[config.mk]
export PLATFORM = sky130hd
export DESIGN_NAME = pipeline_hazard_ctrl
export DESIGN_NICKNAME = d
export VERILOG_FILES = /design/src/rtl/pipeline_hazard_ctrl.sv
export SDC_FILE = /design/constraint.sdc
export NUM_CORES = 1
export LEC_CHECK = 0
export ABC_AREA = 1
export CORE_MARGIN = 2
export CORE_UTILIZATION = 54
export CTS_CLUSTER_DIAMETER = 40
export DETAILED_ROUTE_END_ITERATION = 8
export GPL_ROUTABILITY_DRIVEN = 1
export PLACE_DENSITY_LB_ADDON = 0.08
export SYNTH_ARGS = -nofsm -noshare
export SYNTH_HDL_FRONTEND = slang
export SYNTH_SLANG_ARGS = --single-unit
[constraint.sdc]
create_clock -name CLK -period 3.6 [get_ports CLK]
set_input_delay 0.54 -clock CLK [delete_from_list [all_inputs] [get_ports CLK]]
set_output_delay 0.54 -clock CLK [all_outputs]
set_load 0.1 [all_outputs]
[src/rtl/pipeline_hazard_ctrl.sv]
// ============================================================================
// pipeline_hazard_ctrl - RAW-stall scoreboard, redirect flush sequencing, perf counters
// Revision: 1.0
// ============================================================================
`default_nettype none

module pipeline_hazard_ctrl #(
  parameter int DEPTH        = 3,
  parameter int WB_BYPASS    = 1,
  parameter int FLUSH_CYCLES = 1,
  parameter int CNT_W        = 16
) (
  input  logic             CLK,
  input  logic             RSTn,
  input  logic             valid_D,
  input  logic [4:0]       rs_addr_D,
  input  logic [4:0]       rt_addr_D,
  input  logic             uses_rs_D,
  input  logic             uses_rt_D,
  input  logic [4:0]       wb_addr_D,
  input  logic             RegWriteD,
  input  logic             redirect_E,
  output logic             stall_F,
  output logic             stall_D,
  output logic             flush_D,
  output logic             flush_E,
  output logic             hazard_busy,
  output logic [CNT_W-1:0] stall_cnt,
  output logic [CNT_W-1:0] flush_cnt
);

  localparam int             SEARCH     = DEPTH - WB_BYPASS;
  localparam logic [3:0]     FLUSH_INIT = 4'(FLUSH_CYCLES - 1);
  localparam logic [CNT_W-1:0] CNT_ONE  = {{(CNT_W-1){1'b0}}, 1'b1};

  typedef enum logic [1:0] {
    RUN   = 2'd0,
    STALL = 2'd1,
    FLUSH = 2'd2
  } state_t;

  state_t           state_q, state_d;
  logic [3:0]       fcnt_q, fcnt_d;
  logic [DEPTH:1]   sb_v_q, sb_v_d;
  logic [4:0]       sb_addr_q [1:DEPTH];
  logic [4:0]       sb_addr_d [1:DEPTH];
  logic [CNT_W-1:0] stall_cnt_q, stall_cnt_d;
  logic [CNT_W-1:0] flush_cnt_q, flush_cnt_d;
  logic             rs_hit, rt_hit, hazard;
  logic             sb_wb_unused;

  // The oldest (WB) entry only ages out; it is never searched when the
  // register file writes before it reads.
  assign sb_wb_unused = ^{sb_v_q[DEPTH], sb_addr_q[DEPTH]};

  always_comb begin
    rs_hit = 1'b0;
    rt_hit = 1'b0;
    for (int k = 1; k <= SEARCH; k++) begin
      if (sb_v_q[k] && (sb_addr_q[k] == rs_addr_D) && (rs_addr_D != 5'd0)) rs_hit = 1'b1;
      if (sb_v_q[k] && (sb_addr_q[k] == rt_addr_D) && (rt_addr_D != 5'd0)) rt_hit = 1'b1;
    end
  end

  assign hazard      = valid_D && (state_q != FLUSH) &&
                       ((uses_rs_D && rs_hit) || (uses_rt_D && rt_hit));
  // A redirect makes the ID instruction wrong-path, so it is killed, not held.
  assign stall_F     = hazard && !redirect_E;
  assign stall_D     = stall_F;
  assign flush_E     = hazard || redirect_E || (state_q == FLUSH);
  assign flush_D     = redirect_E || (state_q == FLUSH);
  assign hazard_busy = (state_q != RUN);
  assign stall_cnt   = stall_cnt_q;
  assign flush_cnt   = flush_cnt_q;

  always_comb begin
    sb_v_d[1]    = !flush_E && valid_D && RegWriteD && (wb_addr_D != 5'd0);
    sb_addr_d[1] = wb_addr_D;
    for (int k = 2; k <= DEPTH; k++) begin
      sb_v_d[k]    = sb_v_q[k-1];
      sb_addr_d[k] = sb_addr_q[k-1];
    end
  end

  always_comb begin
    state_d = state_q;
    fcnt_d  = fcnt_q;
    unique case (state_q)
      RUN, STALL: begin
        if (redirect_E) begin
          if (FLUSH_CYCLES > 1) begin
            state_d = FLUSH;
            fcnt_d  = FLUSH_INIT;
          end else begin
            state_d = RUN;
          end
        end else if (hazard) begin
          state_d = STALL;
        end else begin
          state_d = RUN;
        end
      end
      FLUSH: begin
        if (redirect_E) begin
          fcnt_d = FLUSH_INIT;
        end else if (fcnt_q == 4'd1) begin
          state_d = RUN;
        end else begin
          fcnt_d = fcnt_q - 4'd1;
        end
      end
      default: state_d = RUN;
    endcase
  end

  always_comb begin
    stall_cnt_d = stall_cnt_q;
    flush_cnt_d = flush_cnt_q;
    if (stall_D && (stall_cnt_q != '1))    stall_cnt_d = stall_cnt_q + CNT_ONE;
    if (redirect_E && (flush_cnt_q != '1)) flush_cnt_d = flush_cnt_q + CNT_ONE;
  end

  always_ff @(posedge CLK or negedge RSTn) begin
    if (!RSTn) begin
      state_q     <= RUN;
      fcnt_q      <= 4'd0;
      sb_v_q      <= '0;
      stall_cnt_q <= '0;
      flush_cnt_q <= '0;
      for (int k = 1; k <= DEPTH; k++) sb_addr_q[k] <= 5'd0;
    end else begin
      state_q     <= state_d;
      fcnt_q      <= fcnt_d;
      sb_v_q      <= sb_v_d;
      stall_cnt_q <= stall_cnt_d;
      flush_cnt_q <= flush_cnt_d;
      for (int k = 1; k <= DEPTH; k++) sb_addr_q[k] <= sb_addr_d[k];
    end
  end

endmodule

`default_nettype wire

==> reports/qor.csv, run 1 <==
stage;metric;value;unit
run_status;outcome;completed;
synthesis;synth_area;2530;sq um
worst_setup_path;crit_chain;clkdlybuf4s50_1, inv_1, nand2_1, nand2_1, nor2_1, nand3_1, nand2_1, nand2_1, nand2_2, nand2_1, nor2_1, buf_12;
synthesis;synth_ff_type;dfrtp_1;
floorplanning;coreArea;4440;sq um
worst_setup_path;slowest_delay;0.54;ns
cells_and_area;fin_area;3260;sq um
route;firstDrtPassIters;4;
worst_setup_path;r2r-end;stall_cnt[2]$_DFFE_PN0P_;
synthesis;synth-async-reset-ratio;1.00;
timing;skew;0.00414;ns
clock_network;cts.sinks;45;
synthesis;yosysTopAreaCell;dfrtp_1;
clock_network;cts_resized;0;
synthesis;yosysSeqAreaShare;0.445;
timing;finalSetupViolations;0;
worst_setup_path;crit_path_start_kind;input pin;
timing;maxSlewHeadroom;0.341;
route;drc_errors;0;
floorplanning;start_util;0.570;
route;postRouteAntennaNets;0;
synthesis;netlist.area_leader.share;0.445;
worst_setup_path;critPathKind;input pin to output port;
route;wirelength;5600;um
worst_setup_path;startpoint;rt_addr_D[1];
timing;hold_viol_final;0;
cells_and_area;area_delta_synth_final;28.8;%
timing;rsz0062_at_grt;no;
timing;fin_crit_sh;0.836;
synthesis;yosysUniqueCellTypes;26;
clock_network;clock_path_buffers;2;
worst_setup_path;rr_startpoint;sb_addr_d[6]$_DFF_PN0_;
clock_network;htree_levels;2;
route;vias_per_cell;5.12;
power;peakVddDrop;0.672;mV
power;power;0.00148;W
worst_setup_path;reg2reg_slack;1.75;ns
worst_setup_path;arrival;2.47;ns
cells_and_area;num-nets-final;422;
timing;drv_slew;0;
synthesis;synth_edf_count;0;
synthesis;synth.top_cells.by_area;dfrtp_1, nand2_1, xor2_1;
clock_network;cts_tree;done;
clock_network;root_buffer;clkbuf_8;
floorplanning;num_io_pins;59;
clock_network;clkSlewWorstSetupHoldPaths;0.08;ns
timing;period_needed;3.01;ns
cells_and_area;diodes;0;
placement;post-dp-hpwl;4230;um
route;dr.first_iter.drc_count;204;
grt;grt_pass1_vias;2211;
min_path;min_path_type;input pin to async pin;
synthesis;synth_seq_cells;45;
worst_setup_path;cp_common_cell;nand2_1;
placement;dpl_cell_area;3150;sq um
grt;antenna_found_initial;0;
grt;grt_use_total;0.232;
worst_setup_path;reg2reg_depth;12;
timing;fmax;332;MHz
worst_setup_path;endpoint_kind;output port;
clock_network;cts_buffers;5;
route;vias;2308;
grt;grt_overflow;0;
grt;grt_pass1_wl;9500;um
synthesis;syn_inst;338;
job;drv_cap;0;
placement;gp_congestion;0.903;
floorplanning;die_y;72.5;um
floorplanning;num_rows;24;
synthesis;syn_area_per_cell;7.49;sq um
route;wl_per_cell;12.4;um
clock_network;post_cts_buffers;0;
cells_and_area;drive_gt1_frac;0.0702;
worst_setup_path;crit_fanout;4;
synthesis;yosysWarnings;0;
worst_setup_path;slowest_stage;clkdlybuf4s50_1;
synthesis;synth_nets;362;
timing;tightest_slew;0.988;ns
clock_network;cts_hold_buffers;0;
clock_network;clock_latency;0.30;ns
worst_setup_path;worst_ep_required_time;3.06;ns
placement;portBuffers;58;
power;power_density;454;nW/um^2
grt;grt_max_degree;46;
floorplanning;die_width;72.5;um
timing;tns;0;ns
power;leakage;1.63;nW
floorplanning;dieArea;5250;sq um
==> registers in the layout, summed over array words and instances (netlist names) <==
signal / cells
flush_cnt: 16
stall_cnt: 16
sb_addr_d: 10
sb_v_q: 2
state_q: 1
==> per-layer routing <==
layer  global-route usage  part of all wire  up-vias
met5                    0                 0        -
met4               0.0905             0.020        0
met3               0.0639             0.068       10
met1                0.290              0.44     1055
met2                0.384              0.48       69
li1                     -                 -     1174
==> cells in the final DEF, fill, tap and decap left out, types with 3 or more instances in the layout <==
master / netlist / routed
dfrtp_1: 45 / 45
clkdlybuf4s50_1: 0 / 53
xnor2_1: 10 / 10
nand3_1: 19 / 19
o21ai_0: 3 / 3
nor2_1: 33 / 33
inv_2: 7 / 7
nand4_1: 8 / 8
nor3_1: 9 / 9
nor4_1: 3 / 3
clkbuf_8: 0 / 5
inv_1: 34 / 34
xor2_1: 18 / 18
nand2_1: 129 / 129
==> cell usage after synthesis, types with 3 or more instances <==
master / n
xnor2_1: 10
inv_2: 7
nor2_1: 33
xor2_1: 18
buf_4: 3
nor4_1: 3
inv_1: 34
nand3_1: 19
nand4_1: 8
nor3_1: 9
dfrtp_1: 45
o21ai_0: 3
nand2_1: 129
==> report_power, final <==
part	switching (W)	internal (W)	total [W]
Sequential	0.0000598	0.000549	0.000608
Combinational	0.000365	0.000125	0.000490
Clock	0.000172	0.000208	0.000380
==> stage by stage <==
step                      worst slack (ns)  utilization  instances  hold WS (ns)
after floorplan                      0.142            -        338         0.244
after global placement               0.662        0.708        443         0.393
after detailed placement             0.609        0.708        443         0.391
after CTS                            0.588        0.733        451         0.411
after global routing                 0.449        0.733        451         0.426
final                                0.592        0.733        451         0.402
==> critical path: cells and delay by family <==
kind	cells	cell delay, ns
buf+inv	3	0.86
simple gates	9	1.06
==> how the worst max path moves through the flow <==
stage / end / slack [ns]
final: stall_F / 0.59
after global routing: stall_F / 0.45
after CTS: stall_F / 0.59
after detailed placement: stall_F / 0.61
after global placement: stall_F / 0.66
after floorplan: stall_F / 0.14
==> layout make-up <==
cell class / instances / area, sq um
clock buffers: 6 / 72.6
clock inverters: 2 / 38.8
fillers: 377 / 1180
inverters: 41 / 154
multi-input cells: 247 / 1210
flip-flops and latches: 45 / 1130
well taps: 52 / 65.1
repair buffers: 58 / 591
==> cell families after synthesis <==
| family | share of synthesized area |
|---|---|
| simple gates | 0.361 |
| buf+inv | 0.0761 |
| flops | 0.445 |
| xor+xnor | 0.0969 |
| compound gates | 0.0114 |
| fa+ha+maj | 0.00988 |
(Power assumes the default switching activity.)
==> inputs of run 2 (changes only) <==
CORE_UTILIZATION = 45   (was 54)
clock period = 2.46 ns   (was 3.6 ns; I/O delays follow)
==> reports/qor.csv, run 2 (same netlist as run 1, synthesis figures left out) <==
stage;metric;value;unit
grt;grt_pass1_wl;9750;um
timing;drv_slew;0;
cells_and_area;mostFrequentLayoutCell;nand2_1;
worst_setup_path;endpoint;stall_D;
cells_and_area;fin_cells;474;
worst_setup_path;crit_chain;clkdlybuf4s50_1, inv_1, nand2_1, nand2_1, nor2_1, nand3_1, nand2_1, nand2_1, nand2_2, nand2_1, nor2_4, buf_12;
power;p_int;0.00117;W
route;dr.first_iter.drc_count;96;
placement;portBuffers;58;
grt;grt_max_degree;25;
placement;post-dp-hpwl;4310;um
clock_network;cts_buffers;5;
timing;fmax;430;MHz
route;postRouteAntennaNets;0;
clock_network;htree_levels;2;
cells_and_area;drive_gt1_frac;0.162;
worst_setup_path;startpoint;rs_addr_D[0];
worst_setup_path;endpoint_kind;output port;
route;vias_per_cell;4.74;
timing;hold-worst-slack;0.0564;ns
floorplanning;num_io_pins;59;
route;wl_met3;270;um
power;power;0.00204;W
min_path;min_path_type;input pin to async pin;
grt;antenna_found_initial;0;
timing;tns;0;ns
clock_network;cts_hold_buffers;0;
clock_network;clock_path_buffers;2;
clock_network;clkSlewWorstSetupHoldPaths;0.08;ns
worst_setup_path;slowest_delay;0.50;ns
route;m1WireLength;2600;um
cells_and_area;num-fill-cells;541;
worst_setup_path;cp_common_cell;nand2_1;
timing;fin_crit_sh;0.945;
power;power_frac_clock;0.219;
timing;period_needed;2.33;ns
cells_and_area;num-nets-final;425;
grt;grt_pass1_vias;2176;
worst_setup_path;crit_fanout;4;
route;highest_layer;met4;
power;power_switching;0.000867;W
power;leakage;1.77;nW
clock_network;clock_latency;0.29;ns
floorplanning;die_width;79;um
worst_setup_path;reg2reg_slack;0.62;ns
timing;skew;0.00675;ns
route;wl_per_cell;11.9;um
power;combPwrFrac;0.345;
timing;rsz0062_at_grt;no;
route;firstDrtPassIters;4;
worst_setup_path;r2r-end;stall_cnt[15]$_DFFE_PN0P_;
route;vias;2247;
worst_setup_path;slowest_stage;clkdlybuf4s50_1;
floorplanning;coreArea;5470;sq um
floorplanning;dieArea;6240;sq um
power;switching_share;0.425;
grt;grt_overflow;0;
cells_and_area;diodes;0;
cells_and_area;area_delta_synth_final;29.0;%
route;met2_length;2730;um
cells_and_area;final_core_util;0.597;
floorplanning;start_util;0.463;
worst_setup_path;rr_startpoint;stall_cnt[0]$_DFFE_PN0P_;
cells_and_area;most-common-layout-cells;nand2_1, dfrtp_1, buf_4, inv_1, nor2_1;
timing;tightest_slew;0.533;ns
clock_network;cts_tree;done;
worst_setup_path;critPathKind;input pin to output port;
worst_setup_path;arrival;1.96;ns
clock_network;cts.sinks;45;
timing;finalSetupViolations;0;
power;power_density;625;nW/um^2
worst_setup_path;reg2reg_depth;7;
timing;maxSlewHeadroom;0.645;
worst_setup_path;crit_path_start_kind;input pin;
placement;dp.cells;465;
route;drc_errors;0;
power;peakVddDrop;1.00;mV
floorplanning;die_y;79;um
worst_setup_path;worst_ep_required_time;2.09;ns
placement;gp_congestion;0.838;
run_status;outcome;completed;
route;wirelength;5640;um
clock_network;root_buffer;clkbuf_8;
job;drv_cap;0;
power;sequentialPowerShare;0.436;
grt;grt_use_total;0.194;
floorplanning;num_rows;27;
timing;hold_viol_final;0;
run 2: changes by cell type in the layout (fill, tap and decap cells not counted):
cell,change
clkinvlp_4,+2
buf_4,+33
dlymetal6s2s_1,+8
bufinv_16,-1
clkinv_4,-1
clkdlybuf4s50_1,-41
nor2_1,-1
nor2_4,+1
buf_12,+3
run 2: layout make-up:
type	instances	area [sq um]	share of cell area
tap	72	90.1	0.0276
clock inverter	2	15.0	0.00460
sequential	45	1130	0.345
timing repair buffer	61	588	0.180
multi-input combinational	247	1220	0.374
clock buffer	6	72.6	0.0222
inverter	41	154	0.0471
run 2: worst min-delay path by stage:
stage / start / endpoint / cells past startpoint / slack (ns)
after global routing: RSTn / sb_addr_d[7]$_DFF_PN0_ / 1 / 0.07
after CTS: RSTn / flush_cnt[10]$_DFFE_PN0P_ / 1 / 0.06
after floorplan: RSTn / flush_cnt[0]$_DFFE_PN0P_ / 0 / 0.07
after detailed placement: RSTn / sb_addr_d[2]$_DFF_PN0_ / 1 / 0.38
final: RSTn / sb_addr_d[2]$_DFF_PN0_ / 1 / 0.06
after global placement: RSTn / sb_addr_d[2]$_DFF_PN0_ / 1 / 0.38
run 2: metrics by stage:
step / setup WS, ns / cell area (sq um)
after floorplan: 0.132 / 2540
after global placement: 0.122 / 3150
after detailed placement: 0.113 / 3150
after CTS: 0.0982 / 3240
after global routing: 0.00517 / 3270
final: 0.135 / 3270
run 2: worst max-delay path, delay by kind of cell:
family	cells	cell delay (ns)
buffers and inverters	3	0.79
and+or+nand+nor	9	0.80
run 2: timing repair:
action	CTS	global route
buffers inserted	0	1
hold endpoints to repair	0	0
endpoints found under the setup margin	0	2
gates resized for setup	0	8
run 2: metal layers:
metal / up-vias / global-route usage
met3: 5 / 0.0375
met5: - / 0
met4: 0 / 0.0414
met2: 48 / 0.333
met1: 1026 / 0.256
li1: 1168 / -
run 2: power by group through the flow:
stage,combinational [W],sequential (W),clock [W]
floorplan,0.000138,0.00127,0
global placement,0.000706,0.000901,0
detailed placement,0.000710,0.000902,0
CTS,0.000711,0.000890,0.000472
global route,0.000742,0.000900,0.000488
finish,0.000703,0.000889,0.000448
